===== config.mk =====
export PLATFORM = sky130hd
export DESIGN_NAME = mc_controller_flat
export DESIGN_NICKNAME = d
export VERILOG_FILES = /design/src/rtl/mc_controller_if.sv /design/src/rtl/mc_controller.sv /design/src/flat_wrapper.sv
export SDC_FILE = /design/constraint.sdc
export NUM_CORES = 1
export LEC_CHECK = 0
export CAP_MARGIN = 25
export CORE_AREA = 2 2 40 49
export CTS_CLUSTER_SIZE = 28
export DETAILED_ROUTE_END_ITERATION = 10
export DIE_AREA = 0 0 42 51
export PLACE_DENSITY = 0.81
export SLEW_MARGIN = 20
export SYNTH_ARGS = -nofsm -noshare
export SYNTH_HDL_FRONTEND = slang
export SYNTH_SLANG_ARGS = --single-unit

===== constraint.sdc =====
create_clock -name clk -period 2.7 [get_ports clk]
set_input_delay 0.27 -clock clk [delete_from_list [all_inputs] [get_ports clk]]
set_output_delay 0.27 -clock clk [all_outputs]
set_load 0.01 [all_outputs]

===== src/rtl/mc_controller_if.sv =====
// ============================================================================
// mc_controller_if : instruction fields, ALU flag and datapath control bundle
// Revision: 1.0
// ============================================================================
`default_nettype none

interface mc_controller_if;
  logic [5:0] op;
  logic [5:0] funct;
  logic       zero;
  logic       iord;
  logic       memwrite;
  logic       irwrite;
  logic       regdst;
  logic       memtoreg;
  logic       regwrite;
  logic       alusrca;
  logic [1:0] alusrcb;
  logic [1:0] pcsrc;
  logic       pcen;
  logic [2:0] alucontrol;
  logic [3:0] state;
  logic       instr_done;
  logic       illegal;

  modport master (
    input  op, funct, zero,
    output iord, memwrite, irwrite, regdst, memtoreg, regwrite, alusrca,
           alusrcb, pcsrc, pcen, alucontrol, state, instr_done, illegal
  );

  modport slave (
    output op, funct, zero,
    input  iord, memwrite, irwrite, regdst, memtoreg, regwrite, alusrca,
           alusrcb, pcsrc, pcen, alucontrol, state, instr_done, illegal
  );
endinterface

`default_nettype wire


===== src/rtl/mc_controller.sv =====
// ============================================================================
// mc_controller : multicycle control FSM and ALU decoder for the 32-bit core
// Revision: 1.0
// ============================================================================
`default_nettype none

module mc_controller (
  input  logic             clk,
  input  logic             rst_n,
  mc_controller_if.master  bus
);

  typedef enum logic [3:0] {
    S_FETCH   = 4'd0,
    S_DECODE  = 4'd1,
    S_MEMADR  = 4'd2,
    S_MEMRD   = 4'd3,
    S_MEMWB   = 4'd4,
    S_MEMWR   = 4'd5,
    S_RTYPEEX = 4'd6,
    S_RTYPEWB = 4'd7,
    S_BEQEX   = 4'd8,
    S_ADDIEX  = 4'd9,
    S_ADDIWB  = 4'd10,
    S_JEX     = 4'd11
  } state_t;

  localparam logic [5:0] C_OP_LW    = 6'b100011;
  localparam logic [5:0] C_OP_SW    = 6'b101011;
  localparam logic [5:0] C_OP_RTYPE = 6'b000000;
  localparam logic [5:0] C_OP_BEQ   = 6'b000100;
  localparam logic [5:0] C_OP_ADDI  = 6'b001000;
  localparam logic [5:0] C_OP_J     = 6'b000010;

  state_t     state_q, state_d;
  logic [1:0] w_aluop;
  logic       w_pcwrite, w_branch;
  logic       w_iord, w_memwrite, w_irwrite, w_regdst, w_memtoreg;
  logic       w_regwrite, w_alusrca, w_done, w_bad_op, w_bad_funct;
  logic [1:0] w_alusrcb, w_pcsrc;
  logic [2:0] w_alucontrol;

  always_ff @(posedge clk) begin
    if (!rst_n) state_q <= S_FETCH;
    else        state_q <= state_d;
  end

  always_comb begin
    state_d    = S_FETCH;
    w_aluop    = 2'b00;
    w_pcwrite  = 1'b0;
    w_branch   = 1'b0;
    w_iord     = 1'b0;
    w_memwrite = 1'b0;
    w_irwrite  = 1'b0;
    w_regdst   = 1'b0;
    w_memtoreg = 1'b0;
    w_regwrite = 1'b0;
    w_alusrca  = 1'b0;
    w_alusrcb  = 2'b00;
    w_pcsrc    = 2'b00;
    w_done     = 1'b0;
    w_bad_op   = 1'b0;
    case (state_q)
      S_FETCH: begin
        w_irwrite = 1'b1;
        w_pcwrite = 1'b1;
        w_alusrcb = 2'b01;
        state_d   = S_DECODE;
      end
      S_DECODE: begin
        w_alusrcb = 2'b11;
        case (bus.op)
          C_OP_LW, C_OP_SW: state_d = S_MEMADR;
          C_OP_RTYPE:       state_d = S_RTYPEEX;
          C_OP_BEQ:         state_d = S_BEQEX;
          C_OP_ADDI:        state_d = S_ADDIEX;
          C_OP_J:           state_d = S_JEX;
          default: begin
            // Unsupported op retires immediately so the core keeps fetching
            state_d  = S_FETCH;
            w_bad_op = 1'b1;
            w_done   = 1'b1;
          end
        endcase
      end
      S_MEMADR: begin
        w_alusrca = 1'b1;
        w_alusrcb = 2'b10;
        state_d   = (bus.op == C_OP_LW) ? S_MEMRD : S_MEMWR;
      end
      S_MEMRD: begin
        w_iord  = 1'b1;
        state_d = S_MEMWB;
      end
      S_MEMWB: begin
        w_memtoreg = 1'b1;
        w_regwrite = 1'b1;
        w_done     = 1'b1;
      end
      S_MEMWR: begin
        w_iord     = 1'b1;
        w_memwrite = 1'b1;
        w_done     = 1'b1;
      end
      S_RTYPEEX: begin
        w_alusrca = 1'b1;
        w_aluop   = 2'b10;
        state_d   = S_RTYPEWB;
      end
      S_RTYPEWB: begin
        w_regdst   = 1'b1;
        w_regwrite = 1'b1;
        w_done     = 1'b1;
      end
      S_BEQEX: begin
        w_alusrca = 1'b1;
        w_aluop   = 2'b01;
        w_pcsrc   = 2'b01;
        w_branch  = 1'b1;
        w_done    = 1'b1;
      end
      S_ADDIEX: begin
        w_alusrca = 1'b1;
        w_alusrcb = 2'b10;
        state_d   = S_ADDIWB;
      end
      S_ADDIWB: begin
        w_regwrite = 1'b1;
        w_done     = 1'b1;
      end
      S_JEX: begin
        w_pcsrc   = 2'b10;
        w_pcwrite = 1'b1;
        w_done    = 1'b1;
      end
      default: state_d = S_FETCH;
    endcase
  end

  // aluop=10 only occurs in RTYPEEX, so a bad funct flags illegal there alone
  always_comb begin
    w_alucontrol = 3'b010;
    w_bad_funct  = 1'b0;
    case (w_aluop)
      2'b01: w_alucontrol = 3'b110;
      2'b10: begin
        case (bus.funct)
          6'b100000: w_alucontrol = 3'b010;
          6'b100010: w_alucontrol = 3'b110;
          6'b100100: w_alucontrol = 3'b000;
          6'b100101: w_alucontrol = 3'b001;
          6'b101010: w_alucontrol = 3'b111;
          default:   w_bad_funct  = 1'b1;
        endcase
      end
      default: w_alucontrol = 3'b010;
    endcase
  end

  assign bus.iord       = rst_n & w_iord;
  assign bus.memwrite   = rst_n & w_memwrite;
  assign bus.irwrite    = rst_n & w_irwrite;
  assign bus.regdst     = rst_n & w_regdst;
  assign bus.memtoreg   = rst_n & w_memtoreg;
  assign bus.regwrite   = rst_n & w_regwrite;
  assign bus.alusrca    = rst_n & w_alusrca;
  assign bus.alusrcb    = rst_n ? w_alusrcb : 2'b00;
  assign bus.pcsrc      = rst_n ? w_pcsrc : 2'b00;
  assign bus.pcen       = rst_n & (w_pcwrite | (w_branch & bus.zero));
  assign bus.alucontrol = rst_n ? w_alucontrol : 3'b000;
  assign bus.state      = rst_n ? state_q : 4'd0;
  assign bus.instr_done = rst_n & w_done;
  assign bus.illegal    = rst_n & (w_bad_op | w_bad_funct);

endmodule

`default_nettype wire

===== src/flat_wrapper.sv =====
// flat-port wrapper written by rule: the top's interface ports become plain ports
module mc_controller_flat 
  (clk, rst_n, bus_op, bus_funct, bus_zero, bus_iord, bus_memwrite, bus_irwrite, bus_regdst, bus_memtoreg, bus_regwrite, bus_alusrca, bus_alusrcb, bus_pcsrc, bus_pcen, bus_alucontrol, bus_state, bus_instr_done, bus_illegal);
  mc_controller_if bus_i ();
  input  logic clk;
  input  logic rst_n;
  input wire logic [$bits(bus_i.op)-1:0] bus_op;
  input wire logic [$bits(bus_i.funct)-1:0] bus_funct;
  input wire logic [$bits(bus_i.zero)-1:0] bus_zero;
  output wire logic [$bits(bus_i.iord)-1:0] bus_iord;
  output wire logic [$bits(bus_i.memwrite)-1:0] bus_memwrite;
  output wire logic [$bits(bus_i.irwrite)-1:0] bus_irwrite;
  output wire logic [$bits(bus_i.regdst)-1:0] bus_regdst;
  output wire logic [$bits(bus_i.memtoreg)-1:0] bus_memtoreg;
  output wire logic [$bits(bus_i.regwrite)-1:0] bus_regwrite;
  output wire logic [$bits(bus_i.alusrca)-1:0] bus_alusrca;
  output wire logic [$bits(bus_i.alusrcb)-1:0] bus_alusrcb;
  output wire logic [$bits(bus_i.pcsrc)-1:0] bus_pcsrc;
  output wire logic [$bits(bus_i.pcen)-1:0] bus_pcen;
  output wire logic [$bits(bus_i.alucontrol)-1:0] bus_alucontrol;
  output wire logic [$bits(bus_i.state)-1:0] bus_state;
  output wire logic [$bits(bus_i.instr_done)-1:0] bus_instr_done;
  output wire logic [$bits(bus_i.illegal)-1:0] bus_illegal;
  assign bus_i.op = bus_op;
  assign bus_i.funct = bus_funct;
  assign bus_i.zero = bus_zero;
  assign bus_iord = bus_i.iord;
  assign bus_memwrite = bus_i.memwrite;
  assign bus_irwrite = bus_i.irwrite;
  assign bus_regdst = bus_i.regdst;
  assign bus_memtoreg = bus_i.memtoreg;
  assign bus_regwrite = bus_i.regwrite;
  assign bus_alusrca = bus_i.alusrca;
  assign bus_alusrcb = bus_i.alusrcb;
  assign bus_pcsrc = bus_i.pcsrc;
  assign bus_pcen = bus_i.pcen;
  assign bus_alucontrol = bus_i.alucontrol;
  assign bus_state = bus_i.state;
  assign bus_instr_done = bus_i.instr_done;
  assign bus_illegal = bus_i.illegal;
  mc_controller u_core (.clk(clk), .rst_n(rst_n), .bus(bus_i));
endmodule

==> results by group <==
Run status
  • Status: finished, final reports clean

Synth
  • Asr flop ratio synth: 0%
  • Most used DFF post-synth: dfxtp_1
  • Synthesized Nets: 115
  • Post-synth cell types: 37
  • Syn_area_per_cell: 6.68 µm²
  • Register area share after synthesis: 12.2%
  • Number of synthesized flops with an enable pin: 0
  • Cell Area, Synth: 654 µm²
  • Gate count after technology mapping: 98
  • FF+latch count, synth: 4
  • Yosys warns: 0

Cells and area
  • Area grow syn2layout: 64.2%
  • Most frequent cells in the layout: clkdlybuf4s50_1, nor2_1, nand2_1, nand2b_1
  • Commonest non-fill, non-tap cell in the layout: clkdlybuf4s50_1
  • Reg with most FFs: u_core.state_q
  • Share of post-route cells with drive strength above 1: 12.4%
  • Diode count: 0
  • Post-Layout Cell Count: 156
  • Fin area: 1070 µm²
  • Fin nets: 156
  • Max FFs per register: 4
  • Biggest regs: u_core.state_q x4

Global routing
  • Vias in the first global route: 767
  • Congestion Overflow GR: 0
  • First-pass GRT wire length: 3.00 mm
  • GRT Util Overall: 17.5%
  • Largest net degree at the start of global routing: 13
  • Initial antenna violation count: 0

Setup path
  • Worst-path fanout max: 8
  • CP Class: register to output port
  • Crit path DAT: 2.26 ns
  • Startpoint Class: register
  • Worst endpoint required time: 2.43 ns
  • Worst setup EP type: output port

Floorplanning
  • Die height: 51 µm
  • Die ar.: 2140 µm²
  • Die width: 42 µm
  • Initial Utilization: 38.0%
  • CORE AREA: 1720 µm²
  • I/O pin total: 36
  • # rows: 17

Routing
  • DRC: 0
  • DR pass1 iterations: 4
  • Final WL: 1.85 mm
  • DRT met1 WL: 842 µm
  • Wire length on met2: 872 µm
  • Met3 WL: 88 µm
  • Initial DRC count: 18
  • Vias per cell: 5.37
  • Via count: 838
  • Highest metal used: met4
  • Post-DRT Antenna Nets: 0
  • DR WL/cell: 11.8 µm

Clocking
  • H-tree depth: 1
  • Worst-case clock buffer depth: 2
  • Worst-skew pair later-pin latency: 0.23 ns
  • Clk sinks: 4
  • CTS hold repair buffers: 0
  • Clk slew on worst S/H paths: 0.04 ns
  • CTS tree: done
  • Clock tree root buffer cell: clkbuf_4
  • Postcts setup bufs: 0
  • Num CTS Buffers: 3

STA
  • Final Setup Violations: 0
  • Setup TNS: 0 ns
  • Final Hold Viols: 0
  • Setup Skew: 0.00408 ns
  • Slew headroom: 74.4%
  • Worst Tran Pin Value: 0.381 ns
  • Max Fclk: 0.395 GHz
  • RSZ-0062 raised after global routing: false
  • Slew Limit Fails: 0
  • Period minus WS final: 2.53 ns
  • Final worst-path cycle share: 93.9%

Place
  • DP Area: 1050 µm²
  • Dpl cells: 153
  • Dpl hpwl: 1.46 mm
  • IO buf count: 35
  • RePlAce Congestion: 0.866

Power
  • Seq pwr share: 28.2%
  • Pwr Density: 214 nW/µm²
  • Worst vdd ir: 0.219 mV
  • Clock share of power: 31.5%
  • P_int: 0.164 mW
  • Combinational power share: 40.3%
  • Switching part of the total: 28.8%
  • Pleak: 0.385 nW
  • Sw Pwr: 0.0663 mW

Flow run
  • Maxcap violations: 0

Hold path
  • Hold WC Path Type: register to register
[per-layer routing]
layer | vias up | track usage, %
met2 | 37 | 29.7
met1 | 367 | 20.9
li1 | 428 | -
met3 | 6 | 1.77
met5 | - | 0
met4 | 0 | 11.3
[power by group through the flow]
stage                     Clock [mW]  Sequential [mW]  Combinational, mW
after floorplan                    0           0.0635             0.0411
after global placement             0           0.0657             0.0902
after detailed placement           0           0.0656             0.0916
after CTS                     0.0729           0.0648             0.0927
after global routing          0.0752           0.0651              0.100
final                         0.0727           0.0649             0.0928
[logic make-up after synthesis]
kind of cell	after synthesis	share of synthesized area, %
and+or+nand+nor	56	49.5
adders and majority gates	2	3.82
buffers and inverters	11	6.88
muxes	2	3.06
xor gates and xnor gates	2	2.68
AOI/OAI and AO/OA	21	21.8
DFF	4	12.2
[cell type report]
cell class / instances / area, µm²
Sequential cell: 4 / 81.3
Timing Repair Buffer: 41 / 395
Inverter: 6 / 22.5
Fill cell: 164 / 648
Tap cell: 19 / 23.8
Multi-Input combinational cell: 83 / 529
Clock buffer: 3 / 22.5
[timing repair]
action                                 in CTS  in global routing
setup endpoints to repair                   0                  1
resized for setup                           0                  1
endpoints found under the hold margin       0                  0
[cell usage after synthesis (3+ instances only)]
cell type / count / share of area, %
nor2_1: 11 / 6.3
nand2_1: 8 / 4.6
nand2b_1: 7 / 6.7
and2_1: 6 / 5.7
inv_1: 6 / 3.4
a21oi_1: 4 / 3.1
dfxtp_1: 4 / 12
buf_2: 3 / 2.3
nand3_1: 3 / 2.3
nor2b_1: 3 / 2.9
nor3_1: 3 / 2.3
nor3b_1: 3 / 3.4
o21a_1: 3 / 3.4
o21ai_0: 3 / 2.3
[per-stage QoR]
step / hold WS, ns / power, mW / utilization (%) / setup WS [ns]
3_5_place_dp: 0.604 / 0.157 / 61.0 / 0.279
6_report: 0.666 / 0.230 / 62.4 / 0.166
4_1_cts: 0.669 / 0.230 / 62.3 / 0.130
2_1_floorplan: 0.418 / 0.105 / - / 0.883
5_1_grt: 0.701 / 0.241 / 62.4 / 0.0107
3_3_place_gp: 0.590 / 0.156 / 61.0 / 0.288
[worst max-delay path: stages, from the launching register on]
cell	delay (ns)
dfxtp_1	0.37
buf_4	0.19
nor2_1	0.14
nand2_1	0.09
ha_1	0.31
nand2b_1	0.16
nor3_1	0.19
clkdlybuf4s50_1	0.56
[worst paths after layout]
path / end / startpoint / cells past startpoint / slack (ns)
setup / recovery: bus_alucontrol[0] / u_core.state_q[1] / 7 / 0.17
hold / removal: u_core.state_q[1] / u_core.state_q[3] / 2 / 0.67
setup reg to reg: u_core.state_q[2] / u_core.state_q[2] / 4 / 1.25
hold reg to reg: u_core.state_q[1] / u_core.state_q[3] / 2 / 0.67
Power figures use the tool's default switching activity.
